<file path="src/rtl/i2c_pkg.sv">
// Shared types and constants for the I2C slave receive/transmit block.
// The FSM state encoding and the bus-level bit meanings live here.
package i2c_pkg;

    typedef enum logic [2:0] {
        ST_IDLE,
        ST_ADDR,
        ST_ADDR_ACK,
        ST_WR_DATA,
        ST_WR_ACK,
        ST_RD_DATA,
        ST_RD_ACK,
        ST_WAIT_STOP
    } i2c_state_e;

    localparam logic I2C_ACK  = 1'b0;
    localparam logic I2C_NACK = 1'b1;
    localparam logic RW_WRITE = 1'b0;
    localparam logic RW_READ  = 1'b1;

endpackage

</file>
<file path="src/rtl/i2c_slave_rx_tx_if.sv">
// Pad-side I2C signals: raw SCL/SDA in, open-drain SDA pull-down enable out.
interface i2c_slave_rx_tx_if;

    logic scl_in;
    logic sda_in;
    logic sda_oe;

    modport slave  (input scl_in, input sda_in, output sda_oe);
    modport master (output scl_in, output sda_in, input sda_oe);

endinterface

</file>
<file path="src/rtl/i2c_bus_sync.sv">
// SCL/SDA synchroniser plus edge and START/STOP detector.
// Events are combinational from the last sync stage and its registered copy.
module i2c_bus_sync #(
    parameter int SYNC_STAGES = 2
) (
    input  logic clk,
    input  logic rst_n,
    input  logic scl_in,
    input  logic sda_in,
    output logic scl_s,
    output logic sda_s,
    output logic scl_rise,
    output logic scl_fall,
    output logic start_det,
    output logic stop_det
);

    logic [SYNC_STAGES-1:0] scl_sync_q;
    logic [SYNC_STAGES-1:0] sda_sync_q;
    logic                   scl_prev_q;
    logic                   sda_prev_q;

    // Idle bus is high, so resetting to 1 cannot fabricate an event.
    always_ff @(posedge clk) begin
        if (!rst_n) begin
            scl_sync_q <= '1;
            sda_sync_q <= '1;
            scl_prev_q <= 1'b1;
            sda_prev_q <= 1'b1;
        end else begin
            scl_sync_q <= {scl_sync_q[SYNC_STAGES-2:0], scl_in};
            sda_sync_q <= {sda_sync_q[SYNC_STAGES-2:0], sda_in};
            scl_prev_q <= scl_s;
            sda_prev_q <= sda_s;
        end
    end

    assign scl_s     = scl_sync_q[SYNC_STAGES-1];
    assign sda_s     = sda_sync_q[SYNC_STAGES-1];
    assign scl_rise  = scl_s & ~scl_prev_q;
    assign scl_fall  = ~scl_s & scl_prev_q;
    assign start_det = scl_s & scl_prev_q & sda_prev_q & ~sda_s;
    assign stop_det  = scl_s & scl_prev_q & ~sda_prev_q & sda_s;

endmodule

</file>
<file path="src/rtl/i2c_slave_rx_tx.sv">
// Oversampled I2C slave: 7-bit address match, buffered write bytes with
// per-byte ACK control, and a NUM_BYTES read payload.
module i2c_slave_rx_tx
    import i2c_pkg::*;
#(
    parameter logic [6:0] SLAVE_ADDR  = 7'h5B,
    parameter int         NUM_BYTES   = 2,
    parameter int         SYNC_STAGES = 2,
    localparam int        CNT_W       = $clog2(NUM_BYTES + 1)
) (
    input  logic                   clk,
    input  logic                   rst_n,
    i2c_slave_rx_tx_if.slave       bus,
    input  logic [NUM_BYTES-1:0]   ack_en,
    input  logic [8*NUM_BYTES-1:0] tx_data,
    output logic [8*NUM_BYTES-1:0] rx_data,
    output logic [CNT_W-1:0]       rx_count,
    output logic                   rx_valid,
    output logic                   busy,
    output logic                   overflow
);

    localparam logic [CNT_W-1:0] NUM_BYTES_C = CNT_W'(NUM_BYTES);

    logic scl_s, sda_s, scl_rise, scl_fall, start_det, stop_det;

    i2c_bus_sync #(.SYNC_STAGES(SYNC_STAGES)) u_sync (
        .clk       (clk),
        .rst_n     (rst_n),
        .scl_in    (bus.scl_in),
        .sda_in    (bus.sda_in),
        .scl_s     (scl_s),
        .sda_s     (sda_s),
        .scl_rise  (scl_rise),
        .scl_fall  (scl_fall),
        .start_det (start_det),
        .stop_det  (stop_det)
    );

    i2c_state_e             state_q, state_d;
    logic [3:0]             bit_cnt_q, bit_cnt_d;
    logic [6:0]             shift_q, shift_d;
    logic                   rw_q, rw_d;
    logic                   phase_q, phase_d;
    logic                   ack_drv_q, ack_drv_d;
    logic                   wr_xfer_q, wr_xfer_d;
    logic [CNT_W-1:0]       rd_idx_q, rd_idx_d;
    logic                   sda_oe_q, sda_oe_d;
    logic [8*NUM_BYTES-1:0] rx_data_q, rx_data_d;
    logic [CNT_W-1:0]       rx_count_q, rx_count_d;
    logic                   rx_valid_q, rx_valid_d;
    logic                   busy_q, busy_d;
    logic                   overflow_q, overflow_d;

    logic [7:0]             new_byte;
    logic [7:0]             tx_byte;
    logic [NUM_BYTES-1:0]   wr_hit, rd_hit;
    logic                   ack_sel, wr_in_range, drive_edge;

    assign new_byte = {shift_q, sda_s};

    for (genvar gi = 0; gi < NUM_BYTES; gi++) begin : g_lane
        assign wr_hit[gi] = (rx_count_q == CNT_W'(gi));
        assign rd_hit[gi] = (rd_idx_q == CNT_W'(gi));
    end

    // Read indices past the buffer fall through to all-ones, i.e. SDA released.
    always_comb begin
        tx_byte = 8'hFF;
        for (int i = 0; i < NUM_BYTES; i++) begin
            if (rd_hit[i]) tx_byte = tx_data[8*i +: 8];
        end
    end

    assign ack_sel     = |(wr_hit & ack_en);
    assign wr_in_range = (rx_count_q < NUM_BYTES_C);
    assign drive_edge  = scl_fall & ~scl_s;

    always_ff @(posedge clk) begin
        if (!rst_n) begin
            state_q    <= ST_IDLE;
            bit_cnt_q  <= '0;
            shift_q    <= '0;
            rw_q       <= RW_WRITE;
            phase_q    <= 1'b0;
            ack_drv_q  <= 1'b0;
            wr_xfer_q  <= 1'b0;
            rd_idx_q   <= '0;
            sda_oe_q   <= 1'b0;
            rx_data_q  <= '0;
            rx_count_q <= '0;
            rx_valid_q <= 1'b0;
            busy_q     <= 1'b0;
            overflow_q <= 1'b0;
        end else begin
            state_q    <= state_d;
            bit_cnt_q  <= bit_cnt_d;
            shift_q    <= shift_d;
            rw_q       <= rw_d;
            phase_q    <= phase_d;
            ack_drv_q  <= ack_drv_d;
            wr_xfer_q  <= wr_xfer_d;
            rd_idx_q   <= rd_idx_d;
            sda_oe_q   <= sda_oe_d;
            rx_data_q  <= rx_data_d;
            rx_count_q <= rx_count_d;
            rx_valid_q <= rx_valid_d;
            busy_q     <= busy_d;
            overflow_q <= overflow_d;
        end
    end

    always_comb begin
        state_d    = state_q;
        bit_cnt_d  = bit_cnt_q;
        shift_d    = shift_q;
        rw_d       = rw_q;
        phase_d    = phase_q;
        ack_drv_d  = ack_drv_q;
        wr_xfer_d  = wr_xfer_q;
        rd_idx_d   = rd_idx_q;
        sda_oe_d   = sda_oe_q;
        rx_data_d  = rx_data_q;
        rx_count_d = rx_count_q;
        rx_valid_d = 1'b0;
        busy_d     = busy_q;
        overflow_d = overflow_q;

        // A repeated START closes the transfer exactly like a STOP first.
        if (start_det || stop_det) begin
            rx_valid_d = wr_xfer_q && (rx_count_q != '0);
            busy_d     = 1'b0;
            sda_oe_d   = 1'b0;
            wr_xfer_d  = 1'b0;
            phase_d    = 1'b0;
            state_d    = ST_IDLE;
            if (start_det) begin
                state_d    = ST_ADDR;
                bit_cnt_d  = '0;
                rx_count_d = '0;
                overflow_d = 1'b0;
            end
        end else begin
            case (state_q)
                ST_IDLE: sda_oe_d = 1'b0;
                ST_ADDR: begin
                    if (scl_rise) begin
                        shift_d   = new_byte[6:0];
                        bit_cnt_d = bit_cnt_q + 4'd1;
                        if (bit_cnt_q == 4'd7) begin
                            if (new_byte[7:1] == SLAVE_ADDR) begin
                                state_d   = ST_ADDR_ACK;
                                busy_d    = 1'b1;
                                rw_d      = new_byte[0];
                                wr_xfer_d = (new_byte[0] == RW_WRITE);
                                rd_idx_d  = '0;
                                phase_d   = 1'b0;
                            end else begin
                                state_d = ST_WAIT_STOP;
                            end
                        end
                    end
                end
                ST_ADDR_ACK: begin
                    if (drive_edge) begin
                        if (!phase_q) begin
                            phase_d  = 1'b1;
                            sda_oe_d = 1'b1;
                        end else begin
                            phase_d = 1'b0;
                            if (rw_q == RW_READ) begin
                                state_d   = ST_RD_DATA;
                                sda_oe_d  = ~tx_byte[7];
                                bit_cnt_d = 4'd1;
                            end else begin
                                state_d   = ST_WR_DATA;
                                sda_oe_d  = 1'b0;
                                bit_cnt_d = '0;
                            end
                        end
                    end
                end
                ST_WR_DATA: begin
                    if (scl_rise) begin
                        shift_d   = new_byte[6:0];
                        bit_cnt_d = bit_cnt_q + 4'd1;
                        if (bit_cnt_q == 4'd7) begin
                            state_d = ST_WR_ACK;
                            phase_d = 1'b0;
                            if (wr_in_range && ack_sel) begin
                                for (int i = 0; i < NUM_BYTES; i++) begin
                                    if (wr_hit[i]) rx_data_d[8*i +: 8] = new_byte;
                                end
                                rx_count_d = rx_count_q + CNT_W'(1);
                                ack_drv_d  = 1'b1;
                            end else begin
                                ack_drv_d = 1'b0;
                                if (!wr_in_range) overflow_d = 1'b1;
                            end
                        end
                    end
                end
                ST_WR_ACK: begin
                    if (drive_edge) begin
                        if (!phase_q) begin
                            phase_d  = 1'b1;
                            sda_oe_d = ack_drv_q;
                        end else begin
                            phase_d   = 1'b0;
                            sda_oe_d  = 1'b0;
                            bit_cnt_d = '0;
                            state_d   = ack_drv_q ? ST_WR_DATA : ST_WAIT_STOP;
                        end
                    end
                end
                ST_RD_DATA: begin
                    if (drive_edge) begin
                        if (bit_cnt_q == 4'd8) begin
                            sda_oe_d = 1'b0;
                            state_d  = ST_RD_ACK;
                        end else begin
                            sda_oe_d  = ~tx_byte[3'd7 - bit_cnt_q[2:0]];
                            bit_cnt_d = bit_cnt_q + 4'd1;
                        end
                    end
                end
                ST_RD_ACK: begin
                    if (scl_rise) begin
                        if (sda_s == I2C_ACK) begin
                            state_d   = ST_RD_DATA;
                            bit_cnt_d = '0;
                            if (rd_idx_q != NUM_BYTES_C) rd_idx_d = rd_idx_q + CNT_W'(1);
                        end else begin
                            state_d = ST_WAIT_STOP;
                        end
                    end
                end
                ST_WAIT_STOP: sda_oe_d = 1'b0;
                default:      state_d  = ST_IDLE;
            endcase
        end
    end

    assign bus.sda_oe = sda_oe_q;
    assign rx_data    = rx_data_q;
    assign rx_count   = rx_count_q;
    assign rx_valid   = rx_valid_q;
    assign busy       = busy_q;
    assign overflow   = overflow_q;

endmodule

</file>
<file path="src/flat_wrapper.sv">
// flat-port wrapper written by rule: the top's interface ports become plain ports
module i2c_slave_rx_tx_flat import i2c_pkg::*;
#(
    parameter logic [6:0] SLAVE_ADDR  = 7'h5B,
    parameter int         NUM_BYTES   = 2,
    parameter int         SYNC_STAGES = 2,
    localparam int        CNT_W       = $clog2(NUM_BYTES + 1)
)
  (clk, rst_n, ack_en, tx_data, rx_data, rx_count, rx_valid, busy, overflow, bus_scl_in, bus_sda_in, bus_sda_oe);
  i2c_slave_rx_tx_if bus_i ();
  input  logic clk;
  input  logic rst_n;
  input  logic [NUM_BYTES-1:0] ack_en;
  input  logic [8*NUM_BYTES-1:0] tx_data;
  output logic [8*NUM_BYTES-1:0] rx_data;
  output logic [CNT_W-1:0] rx_count;
  output logic rx_valid;
  output logic busy;
  output logic overflow;
  input wire logic [$bits(bus_i.scl_in)-1:0] bus_scl_in;
  input wire logic [$bits(bus_i.sda_in)-1:0] bus_sda_in;
  output wire logic [$bits(bus_i.sda_oe)-1:0] bus_sda_oe;
  assign bus_i.scl_in = bus_scl_in;
  assign bus_i.sda_in = bus_sda_in;
  assign bus_sda_oe = bus_i.sda_oe;
  i2c_slave_rx_tx #(.SLAVE_ADDR(SLAVE_ADDR), .NUM_BYTES(NUM_BYTES), .SYNC_STAGES(SYNC_STAGES)) u_core (.clk(clk), .rst_n(rst_n), .bus(bus_i), .ack_en(ack_en), .tx_data(tx_data), .rx_data(rx_data), .rx_count(rx_count), .rx_valid(rx_valid), .busy(busy), .overflow(overflow));
endmodule
</file>
<file path="config.mk">
export PLATFORM = sky130hd
export DESIGN_NAME = i2c_slave_rx_tx_flat
export DESIGN_NICKNAME = d
export VERILOG_FILES = /design/src/rtl/i2c_pkg.sv /design/src/rtl/i2c_slave_rx_tx_if.sv /design/src/rtl/i2c_bus_sync.sv /design/src/rtl/i2c_slave_rx_tx.sv /design/src/flat_wrapper.sv
export SDC_FILE = /design/constraint.sdc
export NUM_CORES = 1
export LEC_CHECK = 0
export CORE_AREA = 2 2 80 82
export CTS_CLUSTER_DIAMETER = 50
export DETAILED_ROUTE_END_ITERATION = 8
export DIE_AREA = 0 0 82 84
export PLACE_DENSITY = 0.67
export SKIP_CTS_REPAIR_TIMING = 1
export SLEW_MARGIN = 20
export SYNTH_ARGS = -nofsm -noshare
export SYNTH_HDL_FRONTEND = slang
export SYNTH_SLANG_ARGS = --single-unit
</file>
<file path="constraint.sdc">
create_clock -name clk -period 4.2 [get_ports clk]
set_clock_uncertainty 0.1 [all_clocks]
set_input_delay 0.84 -clock clk [delete_from_list [all_inputs] [get_ports clk]]
set_output_delay 0.84 -clock clk [all_outputs]
set_load 0.005 [all_outputs]
</file>
# Word-level counts from Yosys, hierarchy flattened

Cells that the tools add are included.

Output and inout port bits: 22
Register bits: 48
Logic and storage cells: 191

$add $sub $neg: 4
Bitwise logic cells: 17
Magnitude comparators: 2
Equality and inequality tests: 42
Reduce and logical (&&, ||, !) cells: 35
Mux-type cells: 72

Operators by type and width:

| operator                                      | count |
|---|---|
| two-way mux 3 bit                             | 15 |
| two-way mux 4 bit                             | 11 |
| != test 3 x 1 -> 1 bit, second input constant | 12 |
| two-way mux 2 bit                             | 13 |
| != test 2 x 1 -> 1 bit, second input constant | 13 |
| two-way mux 1 bit                             | 25 |
| one-hot mux 4 bit (5 select lines)            | 1 |
| one-hot mux 3 bit (6 select lines)            | 1 |
| AND reduction 6 bit                           | 3 |
| two-way mux 8 bit                             | 2 |
| == test 3 bit, second input constant          | 4 |
| AND reduction 12 bit                          | 1 |
| AND reduction 4 bit                           | 3 |
| nonzero test 2 bit                            | 6 |
| AND reduction 11 bit                          | 1 |
| AND reduction 5 bit                           | 2 |
| OR reduction 2 bit                            | 5 |
| AND 1 bit                                     | 8 |
| NOT 1 bit                                     | 8 |
| AND reduction 8 bit                           | 1 |
| == test 7 bit, second input constant          | 1 |
| AND reduction 7 bit                           | 1 |
| nonzero test 7 bit                            | 1 |
| == test 3 x 2 -> 1 bit, second input constant | 2 |
| 25 further kinds                              | 32 |

# Depth between registers and ports, before layout

Depth in word-level cells: 9
Gate-level depth with buffers: 9
Gate-level depth less buffers: 8

# Modules after synthesis

From an unflattened synthesis, not the netlist that was laid out.

Cell total of the unflattened synthesis: 282
Area total of the unflattened synthesis: 2479.9 um^2

By module, submodules not included:

| module          | area an instance (um^2) | cells each | sequential area each (um^2) | instances |
|---|---|---|---|---|
| i2c_slave_rx_tx | 2289.7                  | 266        | 840.8                       | 1 |
| i2c_bus_sync    | 190.2                   | 16         | 120.1                       | 1 |

# Least setup slack after synthesis

Ideal clock, no wire load.

Path kind: input to register
From: input tx_data[8]
To: register u_core.sda_oe_q, in the netlist u_core.bus.sda_oe
Setup time: 0.060 ns
Stages on the path: 6
Data arrival time: 2.157 ns
Slack: 1.883 ns
Required time: 4.040 ns
Buffers on the path: 0
Cells stage by stage: mux4_2 and2_4 a2111oi_4 a2111oi_1 nor4_1 a41o_1

Cells in the longest elaborated chain, start to end: 7

Ends and longest elaborated chain:

| item                                    | line                   | text |
|---|---|---|
| start, declared                         | flat_wrapper.sv:14     | `input logic [8*NUM_BYTES-1:0] tx_data;` |
| two-way mux 8 bit                       | i2c_slave_rx_tx.sv:71  | `if (rd_hit[i]) tx_byte = tx_data[8*i +: 8];` |
| binary-select mux 1 bit (select 3 bit)  | i2c_slave_rx_tx.sv:222 | `sda_oe_d = ~tx_byte[3'd7 - bit_cnt_q[2:0]];` |
| two-way mux 1 bit (implied by the code) | i2c_slave_rx_tx.sv:222 |  |
| NOT 1 bit                               | i2c_slave_rx_tx.sv:222 |  |
| two-way mux 1 bit                       | i2c_slave_rx_tx.sv:218 | `if (bit_cnt_q == 4'd8) begin` |
| two-way mux 1 bit                       | i2c_slave_rx_tx.sv:217 | `if (drive_edge) begin` |
| one-hot mux 1 bit (4 select lines)      | i2c_slave_rx_tx.sv:144 | `case (state_q)` |
| end signal, assigned                    | i2c_slave_rx_tx.sv:104 | `sda_oe_q <= sda_oe_d;` |
| end, declared                           | i2c_slave_rx_tx.sv:48  | `logic sda_oe_q, sda_oe_d;` |

No other way between the ends. The select of a mux whose other input is x is not followed.
A chain may end at the register's enable or synchronous reset.

# Final worst setup path

From: register u_core.bit_cnt_q[0]
To: register u_core.rx_data_q[4], in the netlist u_core.rx_data[4]

Cells in the longest elaborated chain, start to end: 2

Ends and longest elaborated chain:

| item                          | line                   | text |
|---|---|---|
| start, declared               | i2c_slave_rx_tx.sv:41  | `logic [3:0] bit_cnt_q, bit_cnt_d;` |
| start signal, assigned        | i2c_slave_rx_tx.sv:97  | `bit_cnt_q <= bit_cnt_d;` |
| == test 4 x 3 -> 1 bit        | i2c_slave_rx_tx.sv:187 | `if (bit_cnt_q == 4'd7) begin` |
| AND reduction 6 bit (no line) | -                      |  |
| end signal, assigned          | i2c_slave_rx_tx.sv:105 | `rx_data_q <= rx_data_d;` |
| end, declared                 | i2c_slave_rx_tx.sv:49  | `logic [8*NUM_BYTES-1:0] rx_data_q, rx_data_d;` |

No other way between the ends.

==> impl_metrics.prom <==
# TYPE chip_impl_metric gauge
chip_impl_info{name="status",value="completed"} 1
chip_impl_metric{name="synth_enable_flop_cells",unit=""} 0
chip_impl_metric{name="number_of_diodes_added_for_antenna_fixing",unit=""} 0
chip_impl_metric{name="clk_pin_slew_worst_paths",unit="ns"} 0.09
chip_impl_metric{name="synth_area_per_cell",unit="sq um"} 9.33
chip_impl_metric{name="fp.dieArea",unit="sq um"} 6890
chip_impl_metric{name="clock_sinks",unit=""} 48
chip_impl_info{name="critPathMostFrequentCell",value="sky130_fd_sc_hd__nand2_1"} 1
chip_impl_metric{name="synth_top_cell_area_share",unit=""} 0.369
chip_impl_metric{name="placement_rows",unit=""} 29
chip_impl_metric{name="yosys.cell_types.count",unit=""} 59
chip_impl_metric{name="powerDensity",unit="nW/um^2"} 338
chip_impl_metric{name="wl_per_cell",unit="um"} 14.8
chip_impl_metric{name="setup-tns-final",unit="ns"} 0
chip_impl_info{name="critPathLaunch",value="u_core.bit_cnt_q[0]"} 1
chip_impl_metric{name="cap_viol_max_count",unit=""} 0
chip_impl_metric{name="initial_utilization",unit=""} 0.427
chip_impl_metric{name="cp.arrival",unit="ns"} 2.68
chip_impl_metric{name="core_area",unit="sq um"} 6100
chip_impl_metric{name="ctsLongestPathBuffers",unit=""} 2
chip_impl_info{name="crit_path_end_kind",value="flop"} 1
chip_impl_metric{name="grt_util_all_layers",unit=""} 0.179
chip_impl_metric{name="cts-buffers-inserted",unit=""} 5
chip_impl_info{name="synth.largest_area_cell",value="sky130_fd_sc_hd__dfxtp_1"} 1
chip_impl_metric{name="nNetsFinal",unit=""} 343
chip_impl_metric{name="chipHeight",unit="um"} 84
chip_impl_metric{name="timing.final.setup_violations",unit=""} 0
chip_impl_info{name="dominant_combinational_cell_family_by_area_after_synthesis",value="simple AND/OR/NAND/NOR gates"} 1
chip_impl_metric{name="route.vias.total",unit=""} 2109
chip_impl_info{name="timing.critical_path.from_type",value="flop"} 1
chip_impl_info{name="timing.rr.start",value="u_core.bit_cnt_q[0]"} 1
chip_impl_metric{name="final_layout_size_suffix_gt1_frac",unit=""} 0.0573
chip_impl_metric{name="postLayoutSetupSlackWorst",unit="ns"} 1.61
chip_impl_metric{name="synth_simple_gate_area_share",unit=""} 0.253
chip_impl_info{name="clock_tree.root_cell",value="sky130_fd_sc_hd__clkbuf_8"} 1
chip_impl_metric{name="largest_net_degree_at_the_start_of_global_routing",unit=""} 45
chip_impl_metric{name="detail-route-antenna-nets",unit=""} 0
chip_impl_metric{name="hpwl",unit="um"} 4090
chip_impl_info{name="critical-path-slowest-cell",value="sky130_fd_sc_hd__dfxtp_1"} 1
chip_impl_info{name="unrepaired_setup_endpoints_after_global_routing",value="false"} 1
chip_impl_metric{name="power.combinational.fraction",unit=""} 0.219
chip_impl_info{name="path_delay_family",value="simple AND/OR/NAND/NOR gates"} 1
chip_impl_metric{name="switchingPower",unit="W"} 0.000329
chip_impl_metric{name="power.share.sequential",unit=""} 0.503
chip_impl_info{name="post_synth_top_flop",value="sky130_fd_sc_hd__dfxtp_1"} 1
chip_impl_metric{name="worst-path-buf-inv",unit=""} 0
chip_impl_metric{name="synth_compound_area_frac",unit=""} 0.144
chip_impl_info{name="largest_cells_by_area_after_synthesis",value="sky130_fd_sc_hd__dfxtp_1, sky130_fd_sc_hd__mux2i_1, sky130_fd_sc_hd__nor2b_1, sky130_fd_sc_hd__ha_1, sky130_fd_sc_hd__nor2_1"} 1
chip_impl_metric{name="first_global_vias",unit=""} 2040
chip_impl_metric{name="routabilityCongestion",unit=""} 0.851
chip_impl_metric{name="data_required_time_of_the_worst_path",unit="ns"} 4.30
chip_impl_metric{name="die-width",unit="um"} 82
chip_impl_metric{name="max_freq",unit="MHz"} 387
chip_impl_metric{name="post_synth_mux_area_share",unit=""} 0.144
chip_impl_metric{name="cts_htree_levels",unit=""} 2
chip_impl_metric{name="switching_share",unit=""} 0.309
chip_impl_metric{name="antenna_violations_before_repair",unit=""} 0
chip_impl_metric{name="post_synth_fa_ha_maj_area_fraction",unit=""} 0.0337
chip_impl_metric{name="final.period_utilization",unit=""} 0.616
chip_impl_metric{name="dr.first_iter.drc_count",unit=""} 163
chip_impl_metric{name="clock_insertion_delay_worst_skew",unit="ns"} 0.31
chip_impl_info{name="worstHoldStart",value="u_core.u_sync.scl_sync_q[0]"} 1
chip_impl_metric{name="layout-area-overhead-vs-synth",unit="%"} 21.0
chip_impl_metric{name="mapped_cells",unit=""} 279
chip_impl_metric{name="global_route_wire_length_before_repair",unit="um"} 9690
chip_impl_metric{name="port_buffers",unit=""} 43
chip_impl_info{name="clock_tree_from_tritoncts",value="built"} 1
chip_impl_metric{name="final-max-slew-violation-count",unit=""} 0
chip_impl_metric{name="critical_path.max_fanout",unit=""} 11
chip_impl_info{name="timing.setup.critical_path_class",value="flop to flop"} 1
chip_impl_metric{name="p_int",unit="W"} 0.000736
chip_impl_metric{name="power.ir.vdd_worst",unit="mV"} 0.195
chip_impl_metric{name="postSynthNetCount",unit=""} 308
chip_impl_metric{name="pre_cts_slack",unit="ns"} 1.34
chip_impl_metric{name="power.clock.fraction",unit=""} 0.278
chip_impl_metric{name="final.min_clock_period",unit="ns"} 2.59
chip_impl_metric{name="timing.hold.ws",unit="ns"} 0.302
chip_impl_metric{name="io_pins",unit=""} 44
chip_impl_info{name="hold_path_class",value="flop to flop"} 1
chip_impl_metric{name="detail_route.wirelength",unit="um"} 5800
chip_impl_metric{name="via_cell_ratio",unit=""} 5.39
chip_impl_metric{name="synth_seq_area_share",unit=""} 0.369
chip_impl_metric{name="grt_overflow_total",unit=""} 0
chip_impl_metric{name="cpPeakStageDelay",unit="ns"} 0.64
chip_impl_metric{name="dr.pass1.iters",unit=""} 5
chip_impl_metric{name="residual_drc_count",unit=""} 0
chip_impl_metric{name="power_leakage",unit="nW"} 1.16
chip_impl_metric{name="post_synth_instance_area",unit="sq um"} 2600
chip_impl_metric{name="synthXorXnorAreaFrac",unit=""} 0.0101
chip_impl_metric{name="worst_pin_slew",unit="ns"} 0.752
chip_impl_metric{name="yosys_warnings",unit=""} 0
chip_impl_metric{name="synthArstFlopShare",unit=""} 0
chip_impl_metric{name="synth_seq_cells",unit=""} 48
chip_impl_metric{name="maxSlewHeadroom",unit=""} 0.497
chip_impl_metric{name="report.final.hold_viol_count",unit=""} 0
chip_impl_info{name="crit_path_cell_trace",value="ha_1 > nand2_1 > nor3_2 > and4_1 > nand2_1 > mux2i_1 > nor2b_1"} 1
==> per-stage QoR <==
stage | total power (W) | instances | instance area, sq um | utilization
3_5_place_dp | 0.000777 | 384 | 3050 | 0.501
6_report | 0.00106 | 391 | 3150 | 0.517
3_3_place_gp | 0.000774 | 384 | 3050 | 0.501
5_1_grt | 0.00113 | 391 | 3150 | 0.517
2_1_floorplan | 0.000713 | 279 | 2600 | -
4_1_cts | 0.00107 | 391 | 3150 | 0.517
==> worst reg2reg max path: stages (launching register included) <==
cell,delay (ns)
sky130_fd_sc_hd__dfxtp_1,0.64
sky130_fd_sc_hd__ha_1,0.28
sky130_fd_sc_hd__nand2_1,0.07
sky130_fd_sc_hd__nor3_2,0.35
sky130_fd_sc_hd__and4_1,0.38
sky130_fd_sc_hd__nand2_1,0.33
sky130_fd_sc_hd__mux2i_1,0.27
sky130_fd_sc_hd__nor2b_1,0.06
==> Yosys cell counts (all sizes together), types with 3 or more instances <==
library cell,n
nor2b,27
mux2i,30
nor2,21
dfxtp,48
o21ai,10
nand3b,4
nand2b,12
clkbuf,8
nand3,9
ha,7
mux4,3
a211oi,6
a21boi,3
inv,9
and4bb,4
a21oi,13
nor3,4
a2111oi,3
nand2,14
buf,8
==> worst paths after layout <==
check / to / slack (ns) / cells past startpoint
setup / recovery: u_core.rx_data[4] / 1.61 / 7
hold / removal: u_core.u_sync.scl_sync_q[1] / 0.30 / 1
setup reg to reg: u_core.rx_data[4] / 1.61 / 7
hold reg to reg: u_core.u_sync.scl_sync_q[1] / 0.30 / 1
==> flip-flops by register name, summed over array words and instances (netlist names), 2 cells and up <==
| signal | count |
|---|---|
| u_core.state_q | 3 |
| u_core.rd_idx_q | 2 |
| u_core.u_sync.scl_sync_q | 2 |
| u_core.shift_q | 7 |
| u_core.rx_data | 16 |
| u_core.u_sync.sda_sync_q | 2 |
| u_core.rx_count | 2 |
| u_core.bit_cnt_q | 4 |
==> power by group through the flow <==
stage / Combinational [W] / Sequential (W) / Clock, W
after floorplan: 0.000222 / 0.000491 / 0
after global placement: 0.000229 / 0.000545 / 0
after detailed placement: 0.000232 / 0.000545 / 0
after CTS: 0.000234 / 0.000534 / 0.000305
after global routing: 0.000262 / 0.000545 / 0.000322
final: 0.000233 / 0.000535 / 0.000296
==> kinds of logic after synthesis <==
| logic type | count (synthesis) |
|---|---|
| simple gates | 113 |
| compound gates | 50 |
| flops | 48 |
| mux | 33 |
| buf+inv | 25 |
| fa+ha+maj | 7 |
| xor+xnor | 3 |
==> layer usage <==
layer	part of all wire	up-vias	GRT usage
li1	-	1061	-
met1	0.47	989	0.243
met2	0.46	51	0.281
met3	0.054	8	0.0411
met4	0.016	0	0.0545
met5	0	-	0
==> final cells by class <==
type	count	area, sq um
Clock buffer	7	96.3
Fill cell	586	2950
Inverter	9	33.8
Multi-Input combinational cell	206	1520
Sequential cell	48	961
Tap cell	77	96.3
Timing Repair Buffer	44	438
==> layout by cell type (no fill, tap or decap), drive strengths merged, types with 2 or more instances in the layout <==
master,n
dfxtp,48
clkdlybuf4s50,43
mux2i,30
nor2b,27
nor2,21
nand2,14
a21oi,13
nand2b,12
o21ai,10
nand3,9
inv,9
ha,7
clkbuf,7
a211oi,6
and4bb,4
nand3b,4
nor3,4
a21boi,3
mux4,3
a2111oi,3
and2b,2
a22oi,2
xnor2,2
nand4b,2
a211o,2
or3,2
nor3b,2
and2,2
Power figures use the tool's default switching activity.
==> patch 1 (same settings) <==
`SYNC_STAGES` is set to 2 in 3 places; all go to 4.
--- a/src/rtl/i2c_bus_sync.sv
+++ b/src/rtl/i2c_bus_sync.sv
@@ -1,7 +1,7 @@
 // SCL/SDA synchroniser plus edge and START/STOP detector.
 // Events are combinational from the last sync stage and its registered copy.
 module i2c_bus_sync #(
-    parameter int SYNC_STAGES = 2
+    parameter int SYNC_STAGES = 4
 ) (
     input  logic clk,
     input  logic rst_n,
--- a/src/rtl/i2c_slave_rx_tx.sv
+++ b/src/rtl/i2c_slave_rx_tx.sv
@@ -5,7 +5,7 @@
 #(
     parameter logic [6:0] SLAVE_ADDR  = 7'h5B,
     parameter int         NUM_BYTES   = 2,
-    parameter int         SYNC_STAGES = 2,
+    parameter int         SYNC_STAGES = 4,
     localparam int        CNT_W       = $clog2(NUM_BYTES + 1)
 ) (
     input  logic                   clk,
--- a/src/flat_wrapper.sv
+++ b/src/flat_wrapper.sv
@@ -3,7 +3,7 @@
 #(
     parameter logic [6:0] SLAVE_ADDR  = 7'h5B,
     parameter int         NUM_BYTES   = 2,
-    parameter int         SYNC_STAGES = 2,
+    parameter int         SYNC_STAGES = 4,
     localparam int        CNT_W       = $clog2(NUM_BYTES + 1)
 )
   (clk, rst_n, ack_en, tx_data, rx_data, rx_count, rx_valid, busy, overflow, bus_scl_in, bus_sda_in, bus_sda_oe);
Formal check against the unedited RTL: same outputs for any inputs over 10 cycles, from zero or initial values and one cycle with rst_n low; that may be too few to reach the edited logic, so the function may still have changed.
==> patch 1 against the original RTL <==
- total power increased by 3.1%
- design area is 0.68% higher
- sequential cell count grew 4
- via count up 1.2%
- synthesized area is 0.48% higher
- sequential share of layout area increased by 2.3 points
- worst setup slack got worse by 0.060 ns
- worst hold slack gained 0.012 ns
- critical path depth unchanged
- wire length fell by 4.4%
- critical endpoint is now u_core.bit_cnt_q[2]$_SDFFE_PN0P_
- largest cell class unchanged
==> patch 1: results <==
set metrics [dict create \
    viasPerCell 5.32 \
    slowest_delay_ns 0.39 \
    worstMarginPinSlew_ns 0.652 \
    wl_met3_um 210 \
    layout.nets 353 \
    powerClk_uw 274 \
    drive_above_1_share_pct 6.79 \
    grt-busiest-layer "met1" \
    initialDrtViolationCount 118 \
    met1_length_um 2860 \
    synthTopCellsByArea "dfxtp_1 40%, mux2i_1 11%, nand2_1 4.2%" \
    dp_slack_ns 1.20 \
    crit_family "buffers and inverters" \
    gp_congestion 0.878 \
    dr_total_vias 2134 \
    grtUsageMet1_pct 26.6 \
    ys_types 55 \
    grt_max_degree 28 \
    syn_inst 286 \
    grt_use_met3_pct 3.79 \
    fill_cells 577 \
    wirelength_um 5550 \
    p_switching_uw 358 \
    status "complete, no violations" \
    placedCellCount 394 \
    arrival_ns 2.76 \
    gr-usage-all-layers_pct 17.6 \
    cellLeakagePower_nw 1.23 \
]
patch 1: cell types whose count changed after synthesis, sizes merged, moves of 3 or more:
cell / change
a2111oi: -3
nand3b: +3
dfxtp: +4
and4bb: -4
a211oi: -5
inv: +5
a21boi: -3
buf: -3
nor2: +8
nand2: +15
nor2b: -20
patch 1: worst paths after layout:
kind                                          start                                endpoint  slack [ns]  cells past startpoint
min          u_core.u_sync.sda_sync_q[0]$_SDFF_PN1_  u_core.u_sync.sda_sync_q[1]$_SDFF_PN1_        0.31                      1
max reg2reg          u_core.state_q[1]$_SDFFE_PN0P_         u_core.rx_data[14]$_SDFFE_PN0P_        1.91                      5
min reg2reg  u_core.u_sync.sda_sync_q[0]$_SDFF_PN1_  u_core.u_sync.sda_sync_q[1]$_SDFF_PN1_        0.31                      1
max                                           rst_n        u_core.bit_cnt_q[2]$_SDFFE_PN0P_        1.55                      7
patch 1: cells by family (layout without fill, tap and decap cells):
logic type / Yosys count / count (layout) / synth area share [%]
flip-flops: 52 / 52 / 39.8
XOR/XNOR: 3 / 3 / 1.00
buffers and inverters: 27 / 65 / 4.31
AND/OR/NAND/NOR: 117 / 117 / 25.5
adder cells (fa/ha/maj): 8 / 8 / 3.73
multiplexers: 30 / 30 / 12.0
AO/OA/AOI/OAI: 49 / 49 / 13.6
patch 1: final cells by class:
class | count | area [um2] | area share, %
clock buffers | 5 | 68.8 | 2.17
clock inverters | 2 | 12.5 | 0.395
inverters | 14 | 52.6 | 1.66
multi-input cells | 207 | 1460 | 46.1
flip-flops and latches | 52 | 1040 | 32.8
well taps | 77 | 96.3 | 3.04
repair buffers | 44 | 438 | 13.8
==> patch 2 (config.mk and constraints unchanged) <==
Without the edit above. `shift_q` and `rx_data_q` no longer have a reset.
--- a/src/rtl/i2c_slave_rx_tx.sv
+++ b/src/rtl/i2c_slave_rx_tx.sv
@@ -80,14 +80,12 @@
         if (!rst_n) begin
             state_q    <= ST_IDLE;
             bit_cnt_q  <= '0;
-            shift_q    <= '0;
             rw_q       <= RW_WRITE;
             phase_q    <= 1'b0;
             ack_drv_q  <= 1'b0;
             wr_xfer_q  <= 1'b0;
             rd_idx_q   <= '0;
             sda_oe_q   <= 1'b0;
-            rx_data_q  <= '0;
             rx_count_q <= '0;
             rx_valid_q <= 1'b0;
             busy_q     <= 1'b0;
@@ -95,19 +93,22 @@
         end else begin
             state_q    <= state_d;
             bit_cnt_q  <= bit_cnt_d;
-            shift_q    <= shift_d;
             rw_q       <= rw_d;
             phase_q    <= phase_d;
             ack_drv_q  <= ack_drv_d;
             wr_xfer_q  <= wr_xfer_d;
             rd_idx_q   <= rd_idx_d;
             sda_oe_q   <= sda_oe_d;
-            rx_data_q  <= rx_data_d;
             rx_count_q <= rx_count_d;
             rx_valid_q <= rx_valid_d;
             busy_q     <= busy_d;
             overflow_q <= overflow_d;
         end
+    end
+
+    always_ff @(posedge clk) begin
+        shift_q   <= shift_d;
+        rx_data_q <= rx_data_d;
     end
 
     always_comb begin
Check against the original RTL: no difference found for any inputs over 10 cycles, from zero or initial values and one cycle with rst_n low; that may be too few to reach the edited logic, so the function may still have changed.
==> patch 2 against the original RTL <==
- synthesized area decreased by 4.0%
- design area shrank 1.9%
- wire length fell by 14%
- worst setup slack improved by 0.14 ns
- non-clock buffer count unchanged
- fmax is 5.6% higher
- via count decreased by 8.6%
- sequential cell count unchanged
- global-route usage down 2.4 points
- total power increased by 21%
==> patch 2: results <==
set metrics [dict create \
    status "complete, no violations" \
    fill_cells 561 \
    yosys-top-cells-count "25 x dfxtp_1, 23 x edfxtp_1, 19 x nand2_1, 18 x nor2_1, 15 x inv_1" \
    cellLeakagePower_nw 1.07 \
    synth_edf_count 23 \
    drc 0 \
    clockRootBuffer "clkbuf_8" \
    antenna_found_initial 0 \
    ys.warnings.count 0 \
    synth_compound_area_share_pct 15.0 \
    synthMuxAreaShare_pct 6.31 \
    worstMarginPinSlew_ns 0.814 \
    dr.pass1.iters 4 \
    viasPerCell 5.34 \
    ir_drop_uv 158 \
    ys_seq_area_share_pct 47.7 \
    ys_types 60 \
    place_hpwl_um 3660 \
    cts_buffers 5 \
    synth_xor_xnor_area_share_pct 0.701 \
    worstPathMaxFanout 11 \
    syn_area_per_cell_um2 10.2 \
    dr_total_vias 1928 \
    slowest_delay_ns 0.62 \
    syn-num-nets 273 \
    dp_slack_ns 1.70 \
    async_flop_share_pct 0 \
    grt_first_pass_wirelength_um 8410 \
    drive_above_1_share_pct 9.15 \
    finalSetupViolCount 0 \
    clk_pin_slew_ns 0.09 \
    largest_register_ffs 16 \
    initialDrtViolationCount 142 \
    min_path_type "register to register" \
    portBuffers 43 \
    placedCellCount 353 \
    ant_nets 0 \
    grt_pass1_vias 1832 \
    antenna_cells 0 \
    gr-usage-all-layers_pct 15.5 \
    grt_max_degree 29 \
    gp_congestion 0.864 \
    crit_family "simple AND/OR/NAND/NOR gates" \
    clk_latency_ns 0.30 \
    layout.nets 312 \
    area_delta_synth_final_pct 23.7 \
    clockBufferDepth 2 \
    arrival_ns 2.35 \
    h-tree-depth 2 \
    dpl-instance-area_um2 2970 \
    crit_path_top_delay_cell "dfxtp_1" \
    synthAdderAreaFrac_pct 3.51 \
    routedWlPerCell_um 13.8 \
    synthTopCellsByArea "edfxtp_1 28%, dfxtp_1 20%, mux2i_1 3.6%" \
]
patch 2: metal layers:
metal	GRT usage (%)	part of all wire [%]	vias up
met5	0	0	-
met4	5.61	1.8	0
met3	2.92	3.8	9
met2	25.6	49	42
met1	20.0	45	907
li1	-	-	970
patch 2: path summary, 6_finish.rpt:
path | from | endpoint | slack [ns] | depth (start not counted)
setup / recovery | u_core.bit_cnt_q[0]$_SDFFE_PN0P_ | u_core.rx_data[14]$_DFFE_PP_ | 1.75 | 5
hold / removal | u_core.u_sync.sda_sync_q[0]$_SDFF_PN1_ | u_core.u_sync.sda_sync_q[1]$_SDFF_PN1_ | 0.32 | 1
setup reg to reg | u_core.bit_cnt_q[0]$_SDFFE_PN0P_ | u_core.rx_data[14]$_DFFE_PP_ | 1.75 | 5
hold reg to reg | u_core.u_sync.sda_sync_q[0]$_SDFF_PN1_ | u_core.u_sync.sda_sync_q[1]$_SDFF_PN1_ | 0.32 | 1
patch 2: layout make-up:
type                            count  area share [%]
Sequential cell                    48            38.6
Tap cell                           77            3.12
Multi-Input combinational cell    169            38.6
Clock buffer                        5            2.23
Clock inverter                      3            1.54
Inverter                           15            1.82
Timing Repair Buffer               44            14.2
patch 2: report_power, final:
group	internal [mW]	switching (mW)
combinational	0.177	0.165
clock	0.179	0.158
sequential	0.511	0.0939
total	0.867	0.417
patch 2: cells by family (layout without fill, tap and decap cells):
| family | Yosys count | count (layout) |
|---|---|---|
| buffers and inverters | 27 | 67 |
| muxes | 12 | 12 |
| adders and majority gates | 7 | 7 |
| DFF | 48 | 48 |
| AOI/OAI and AO/OA | 52 | 52 |
| and+or+nand+nor | 96 | 96 |
| xor gates and xnor gates | 2 | 2 |
